## src/rtl/frame_fill_engine_if.sv

```systemverilog
`default_nettype none
// +-------------------------------------------------------------------+
// | frame_fill_engine_if: control and pixel-write bus of the fill engine
// | Rev 1.0 - initial release                                         |
// +-------------------------------------------------------------------+
interface frame_fill_engine_if #(
   parameter int COORD_W = 10,
   parameter int DATA_W  = 16,
   parameter int ADDR_W  = 19
) ();
   logic               fill_start;
   logic               full_mode;
   logic [COORD_W-1:0] rect_x0;
   logic [COORD_W-1:0] rect_y0;
   logic [COORD_W-1:0] rect_x1;
   logic [COORD_W-1:0] rect_y1;
   logic [DATA_W-1:0]  fill_value;
   logic               fill_abort;
   logic               wr_ready;
   logic               wr_en;
   logic [ADDR_W-1:0]  wr_addr;
   logic [DATA_W-1:0]  wr_data;
   logic [COORD_W-1:0] DrawX;
   logic [COORD_W-1:0] DrawY;
   logic               fill_busy;
   logic               fill_done;

   modport master (
      input  fill_start, full_mode, rect_x0, rect_y0, rect_x1, rect_y1,
             fill_value, fill_abort, wr_ready,
      output wr_en, wr_addr, wr_data, DrawX, DrawY, fill_busy, fill_done
   );

   modport slave (
      output fill_start, full_mode, rect_x0, rect_y0, rect_x1, rect_y1,
             fill_value, fill_abort, wr_ready,
      input  wr_en, wr_addr, wr_data, DrawX, DrawY, fill_busy, fill_done
   );
endinterface
`default_nettype wire

```

## src/rtl/frame_fill_engine.sv

```systemverilog
`default_nettype none
// +-------------------------------------------------------------------+
// | frame_fill_engine: raster fill of full frame or clipped rectangle |
// | Rev 1.0 - initial release                                         |
// +-------------------------------------------------------------------+
module frame_fill_engine #(
   parameter int H_RES   = 640,
   parameter int V_RES   = 480,
   parameter int COORD_W = 10,
   parameter int DATA_W  = 16,
   parameter int ADDR_W  = 19
) (
   input  wire logic            Clk,
   input  wire logic            Reset,
   frame_fill_engine_if.master  bus
);
   localparam logic [COORD_W-1:0] c_x_max = COORD_W'(H_RES - 1);
   localparam logic [COORD_W-1:0] c_y_max = COORD_W'(V_RES - 1);
   localparam logic [ADDR_W-1:0]  c_h_res = ADDR_W'(H_RES);

   typedef enum logic [1:0] {
      S_IDLE = 2'd0,
      S_RUN  = 2'd1,
      S_DONE = 2'd2
   } state_t;

   state_t             state_q, state_d;
   logic               armed_q, armed_d;
   logic [COORD_W-1:0] x0_q, x0_d, x1_q, x1_d, y1_q, y1_d;
   logic [COORD_W-1:0] x_q, x_d, y_q, y_d;
   logic [ADDR_W-1:0]  addr_q, addr_d;
   logic [DATA_W-1:0]  data_q, data_d;
   logic               wr_en_q, wr_en_d;
   logic               busy_q, busy_d;
   logic               done_q, done_d;

   logic [COORD_W-1:0] w_sx0, w_sy0, w_sx1, w_sy1;
   logic               w_empty;
   logic [ADDR_W-1:0]  w_start_addr;
   logic [ADDR_W-1:0]  w_row_step;

   // Region requested at start, with the far corner clipped to the frame
   always_comb begin
      if (bus.full_mode) begin
         w_sx0 = '0;
         w_sy0 = '0;
         w_sx1 = c_x_max;
         w_sy1 = c_y_max;
      end else begin
         w_sx0 = bus.rect_x0;
         w_sy0 = bus.rect_y0;
         w_sx1 = (bus.rect_x1 > c_x_max) ? c_x_max : bus.rect_x1;
         w_sy1 = (bus.rect_y1 > c_y_max) ? c_y_max : bus.rect_y1;
      end
   end

   assign w_empty      = (w_sx0 > w_sx1) || (w_sy0 > w_sy1);
   // Constant-coefficient product, evaluated only once per fill at start
   assign w_start_addr = ADDR_W'(w_sy0) * c_h_res + ADDR_W'(w_sx0);
   assign w_row_step   = c_h_res - ADDR_W'(x1_q - x0_q);

   always_ff @(posedge Clk) begin
      if (Reset) begin
         state_q <= S_IDLE;
         armed_q <= 1'b1;
         x0_q    <= '0;
         x1_q    <= '0;
         y1_q    <= '0;
         x_q     <= '0;
         y_q     <= '0;
         addr_q  <= '0;
         data_q  <= '0;
         wr_en_q <= 1'b0;
         busy_q  <= 1'b0;
         done_q  <= 1'b0;
      end else begin
         state_q <= state_d;
         armed_q <= armed_d;
         x0_q    <= x0_d;
         x1_q    <= x1_d;
         y1_q    <= y1_d;
         x_q     <= x_d;
         y_q     <= y_d;
         addr_q  <= addr_d;
         data_q  <= data_d;
         wr_en_q <= wr_en_d;
         busy_q  <= busy_d;
         done_q  <= done_d;
      end
   end

   always_comb begin
      state_d = state_q;
      armed_d = armed_q | ~bus.fill_start;
      x0_d    = x0_q;
      x1_d    = x1_q;
      y1_d    = y1_q;
      x_d     = x_q;
      y_d     = y_q;
      addr_d  = addr_q;
      data_d  = data_q;
      wr_en_d = wr_en_q;
      busy_d  = busy_q;
      done_d  = 1'b0;

      case (state_q)
         S_IDLE: begin
            wr_en_d = 1'b0;
            busy_d  = 1'b0;
            if (bus.fill_start && armed_q) begin
               armed_d = 1'b0;
               x0_d    = w_sx0;
               x1_d    = w_sx1;
               y1_d    = w_sy1;
               data_d  = bus.fill_value;
               if (w_empty) begin
                  state_d = S_DONE;
                  done_d  = 1'b1;
               end else begin
                  state_d = S_RUN;
                  x_d     = w_sx0;
                  y_d     = w_sy0;
                  addr_d  = w_start_addr;
                  wr_en_d = 1'b1;
                  busy_d  = 1'b1;
               end
            end
         end
         S_RUN: begin
            if (bus.fill_abort) begin
               state_d = S_IDLE;
               wr_en_d = 1'b0;
               busy_d  = 1'b0;
            end else if (bus.wr_ready) begin
               if (x_q != x1_q) begin
                  x_d    = x_q + 1'b1;
                  addr_d = addr_q + 1'b1;
               end else if (y_q != y1_q) begin
                  x_d    = x0_q;
                  y_d    = y_q + 1'b1;
                  addr_d = addr_q + w_row_step;
               end else begin
                  state_d = S_DONE;
                  wr_en_d = 1'b0;
                  busy_d  = 1'b0;
                  done_d  = 1'b1;
               end
            end
         end
         S_DONE: begin
            state_d = S_IDLE;
         end
         default: begin
            state_d = S_IDLE;
            wr_en_d = 1'b0;
            busy_d  = 1'b0;
         end
      endcase
   end

   assign bus.wr_en     = wr_en_q;
   assign bus.wr_addr   = addr_q;
   assign bus.wr_data   = data_q;
   assign bus.DrawX     = x_q;
   assign bus.DrawY     = y_q;
   assign bus.fill_busy = busy_q;
   assign bus.fill_done = done_q;
endmodule
`default_nettype wire

```

## src/flat_wrapper.sv

```systemverilog
// flat-port wrapper written by rule: the top's interface ports become plain ports
module frame_fill_engine_flat 
#(
   parameter int H_RES   = 640,
   parameter int V_RES   = 480,
   parameter int COORD_W = 10,
   parameter int DATA_W  = 16,
   parameter int ADDR_W  = 19
)
  (Clk, Reset, bus_fill_start, bus_full_mode, bus_rect_x0, bus_rect_y0, bus_rect_x1, bus_rect_y1, bus_fill_value, bus_fill_abort, bus_wr_ready, bus_wr_en, bus_wr_addr, bus_wr_data, bus_DrawX, bus_DrawY, bus_fill_busy, bus_fill_done);
  frame_fill_engine_if #(.COORD_W(COORD_W), .DATA_W(DATA_W), .ADDR_W(ADDR_W)) bus_i ();
  input  wire logic Clk;
  input  wire logic Reset;
  input wire logic [$bits(bus_i.fill_start)-1:0] bus_fill_start;
  input wire logic [$bits(bus_i.full_mode)-1:0] bus_full_mode;
  input wire logic [$bits(bus_i.rect_x0)-1:0] bus_rect_x0;
  input wire logic [$bits(bus_i.rect_y0)-1:0] bus_rect_y0;
  input wire logic [$bits(bus_i.rect_x1)-1:0] bus_rect_x1;
  input wire logic [$bits(bus_i.rect_y1)-1:0] bus_rect_y1;
  input wire logic [$bits(bus_i.fill_value)-1:0] bus_fill_value;
  input wire logic [$bits(bus_i.fill_abort)-1:0] bus_fill_abort;
  input wire logic [$bits(bus_i.wr_ready)-1:0] bus_wr_ready;
  output wire logic [$bits(bus_i.wr_en)-1:0] bus_wr_en;
  output wire logic [$bits(bus_i.wr_addr)-1:0] bus_wr_addr;
  output wire logic [$bits(bus_i.wr_data)-1:0] bus_wr_data;
  output wire logic [$bits(bus_i.DrawX)-1:0] bus_DrawX;
  output wire logic [$bits(bus_i.DrawY)-1:0] bus_DrawY;
  output wire logic [$bits(bus_i.fill_busy)-1:0] bus_fill_busy;
  output wire logic [$bits(bus_i.fill_done)-1:0] bus_fill_done;
  assign bus_i.fill_start = bus_fill_start;
  assign bus_i.full_mode = bus_full_mode;
  assign bus_i.rect_x0 = bus_rect_x0;
  assign bus_i.rect_y0 = bus_rect_y0;
  assign bus_i.rect_x1 = bus_rect_x1;
  assign bus_i.rect_y1 = bus_rect_y1;
  assign bus_i.fill_value = bus_fill_value;
  assign bus_i.fill_abort = bus_fill_abort;
  assign bus_i.wr_ready = bus_wr_ready;
  assign bus_wr_en = bus_i.wr_en;
  assign bus_wr_addr = bus_i.wr_addr;
  assign bus_wr_data = bus_i.wr_data;
  assign bus_DrawX = bus_i.DrawX;
  assign bus_DrawY = bus_i.DrawY;
  assign bus_fill_busy = bus_i.fill_busy;
  assign bus_fill_done = bus_i.fill_done;
  frame_fill_engine #(.H_RES(H_RES), .V_RES(V_RES), .COORD_W(COORD_W), .DATA_W(DATA_W), .ADDR_W(ADDR_W)) u_core (.Clk(Clk), .Reset(Reset), .bus(bus_i));
endmodule
```

## config.mk

```make
export PLATFORM = sky130hd
export DESIGN_NAME = frame_fill_engine_flat
export DESIGN_NICKNAME = d
export VERILOG_FILES = /design/src/rtl/frame_fill_engine_if.sv /design/src/rtl/frame_fill_engine.sv /design/src/flat_wrapper.sv
export SDC_FILE = /design/constraint.sdc
export NUM_CORES = 1
export LEC_CHECK = 0
export ABC_AREA = 1
export BUFFER_PORTS_ARGS = -buffer_cell sky130_fd_sc_hd__buf_2
export CAP_MARGIN = 5
export CORE_ASPECT_RATIO = 1.2
export CORE_MARGIN = 3
export CORE_UTILIZATION = 55
export DETAILED_ROUTE_END_ITERATION = 6
export MAX_ROUTING_LAYER = met4
export PLACE_DENSITY_LB_ADDON = 0.25
export SYNTH_ARGS = -nofsm -noshare
export SYNTH_HDL_FRONTEND = slang
export SYNTH_SLANG_ARGS = --single-unit
```

## constraint.sdc

```tcl
create_clock -name Clk -period 8.5 [get_ports Clk]
set_input_delay 1.7 -clock Clk [delete_from_list [all_inputs] [get_ports Clk]]
set_output_delay 1.7 -clock Clk [all_outputs]
set_load 0.01 [all_outputs]
```

==> impl_metrics.toml <==
[grt]
grt_overflow = 0
grtUsageMet1_pct = 37.0
antenna_found_initial = 0
grt_pass1_vias = 8017
grtUsageMet2_pct = 48.7
grt_pass1_wl_um = 37500
track_usage_pct = 29.3
busiest_layer = "met2"
grt_use_met3_pct = 2.93
grt_max_degree = 69

[pwr]
peakVddDrop_uv = 149
power_density_mw_per_mm2 = 263
p_leak_nw = 4.59

[placed_design]
dpl.cell_count = 1521
numPortBuffers = 119
place_ws_ns = 3.40
finalWeightedCongestion = 0.964
hpwl_um = 17300

[setup_path]
worstPathMaxFanout = 22
endpoint_kind = "flip-flop"
required_ns = 8.73
critical_path_class = "in -> reg"
startpoint_type = "input port"
regToRegStartpoint = "u_core.x1_q[0]$_SDFFE_PP0P_"
arrival_ns = 5.05
r2r_end = "u_core.bus.wr_addr[18]$_SDFFE_PP0P_"
worst-r2r-setup-slack_ns = 4.60
ff2ff_path_depth = 20

[floorplanning]
start_util_pct = 57.2
chipHeight_um = 138
ios = 120
rows = 47
die_w_um = 116
core-area_sq_mm = 0.0140
dieArea_sq_mm = 0.0160

[finish]
fin_cells = 1537
synthToLayoutAreaGrowth_pct = 11.4
num_antenna_cells = 0
fin_nets = 1514
drive_above_1_share_pct = 11.5

[cts]
ctsResizeCount = 0
post_cts_buffers = 0
clockBufferDepth = 2
cts-htree-levels = 3
cts_made_buffers = 9
cts-root-buf = "clkbuf_16"
cts_tree = "built"
insertion_delay_ns = 0.35
cts.sinks = 90
clk_pin_slew_ns = 0.07
cts_hold_buf = 0

[logic_synthesis]
async_flop_share_pct = 0
ys_seq_elements = 90
yosysSeqAreaShare_pct = 22.5
synth_area_sq_mm = 0.00800
dominantRegCellSynth = "dfxtp_1"
synth_edf_count = 0
yosys_warnings = 0
ys_types = 43
synthesis.nets = 1420
synth_area_per_cell_sq_um = 6.32
synthCells = 1267

[drt]
dr.pass1.iters = 5
viasPerCell = 5.46
ant_nets = 0
wl_per_cell_um = 14.8
vias = 8399
drc = 0
drt_iter0_markers = 579
routed_wl_um = 22700

[sta]
hold_ws_ns = 0.466
hold_viol_final = 0
grt_setup_unrepaired = "false"
fin_setup_tns_ns = 0
fin_ws_ns = 3.69
period_share_pct = 56.6
setup_viol = 0
maxSlewHeadroom_pct = 39.6
period_needed_ns = 4.81
fin_skew_ns = 0.0126
tightest_slew_ns = 0.904
slew_viol_final = 0
max_freq_ghz = 0.208

[min_path]
min_path_type = "reg -> reg"
hp-start = "u_core.armed_q$_SDFF_PP1_"
hold_depth = 2
holdPathEnd = "u_core.armed_q$_SDFF_PP1_"

[status]
status = "finished clean"

[run]
maxCapViolations = 0
[report_power, final]
part | switching [mW] | internal (mW)
sequential | 0.0999 | 0.499
clock | 0.180 | 0.202
combinational | 0.869 | 0.493
[synthesized netlist by cell type, drive strengths merged, types with 7 or more instances]
cell	count	area share (%)
nand2	323	15
nor2	170	8.4
inv	138	6.5
o21ai	103	6.6
a21oi	102	6.4
dfxtp	90	23
ha	87	14
nand3	78	5.0
xor2	31	3.4
clkbuf	23	1.1
xnor2	23	2.5
buf	17	1.6
nor3	17	1.1
nand4	16	1.3
nand3b	13	1.2
a31oi	7	0.55
[registers in the layout, summed over array words and instances (netlist names)]
signal                count
u_core.armed_q            1
u_core.bus.DrawX         10
u_core.bus.DrawY         10
u_core.bus.fill_done      1
u_core.bus.wr_addr       19
u_core.bus.wr_data       16
u_core.bus.wr_en          1
u_core.state_q            2
u_core.x0_q              10
u_core.x1_q              10
u_core.y1_q              10
[cells in the final DEF, fill, tap and decap left out, types with 2 or more instances in the layout]
| cell type | count |
|---|---|
| fa_1 | 4 |
| a21oi_1 | 101 |
| nand3_2 | 2 |
| clkbuf_16 | 9 |
| and2_1 | 4 |
| dfxtp_1 | 90 |
| a31oi_1 | 7 |
| nand3_1 | 76 |
| a211oi_1 | 2 |
| nand3b_1 | 13 |
| nor2_2 | 4 |
| inv_2 | 5 |
| or2_0 | 2 |
| nor3_1 | 16 |
| o21ai_1 | 13 |
| nor2_1 | 163 |
| nand4_1 | 16 |
| xnor2_1 | 23 |
| inv_6 | 3 |
| nand2_2 | 2 |
| nor2_4 | 2 |
| a22oi_1 | 2 |
| buf_4 | 4 |
| inv_1 | 133 |
| nand2_1 | 321 |
| clkinv_4 | 2 |
| o211ai_1 | 3 |
| o21ai_0 | 89 |
| clkinv_1 | 2 |
| buf_2 | 119 |
| o21a_1 | 4 |
| xor2_1 | 31 |
| ha_1 | 87 |
[worst max-delay path, stage by stage]
cell      delay, ns
buf_2          0.37
clkinv_1       0.37
nand2_1        0.22
inv_1          0.10
ha_1           0.28
ha_1           0.22
inv_1          0.07
fa_1           0.45
nor2_1         0.17
nand4_1        0.13
a21oi_1        0.24
nand2_1        0.13
nor2_1         0.16
nand2_1        0.08
nand2_1        0.06
nand2_1        0.04
nand2_1        0.05
nand2_1        0.05
nor2_1         0.10
nor2_1         0.04
[area by class of cell]
cell class	instances	area (sq um)
Tap cell	171	214
Sequential cell	90	1800
Timing Repair Buffer	123	626
Multi-Input combinational cell	997	5470
Inverter	140	526
Clock inverter	6	48.8
Fill cell	1380	5080
Clock buffer	10	229
[how the worst max path moves through the flow]
stage,startpoint,to,slack (ns),depth (start not counted)
2_1_floorplan,bus_full_mode,u_core.bus.wr_addr[18]$_SDFFE_PP0P_,4.25,18
3_3_place_gp,bus_full_mode,u_core.bus.wr_addr[18]$_SDFFE_PP0P_,3.50,20
3_5_place_dp,bus_full_mode,u_core.bus.wr_addr[18]$_SDFFE_PP0P_,3.40,20
4_1_cts,bus_full_mode,u_core.bus.wr_addr[18]$_SDFFE_PP0P_,3.73,20
5_1_grt,bus_full_mode,u_core.bus.wr_addr[18]$_SDFFE_PP0P_,3.30,20
6_report,bus_full_mode,u_core.bus.wr_addr[18]$_SDFFE_PP0P_,3.69,20
[routing by layer]
metal	wire, um	vias up
met5	0	-
met4	639	0
met3	1300	44
met2	11100	260
met1	9700	3775
li1	-	4320
[logic make-up after synthesis]
kind of cell    after synthesis  share of synthesized area, %
buf+inv                     180                          9.23
compound gates              226                          14.9
flops                        90                          22.5
fa+ha+maj                    91                          14.6
xor+xnor                     54                          5.91
simple gates                625                          32.8
other cells                   1                        0.0469
[through the flow]
stage | power, mW | area (sq um) | utilization [%]
after floorplan | 1.62 | 8000 | -
after global placement | 1.94 | 8640 | 61.7
after detailed placement | 1.95 | 8640 | 61.7
after CTS | 2.35 | 8910 | 63.7
after global routing | 2.57 | 8910 | 63.7
final | 2.34 | 8910 | 63.7
Power figures use the tool's default switching activity.
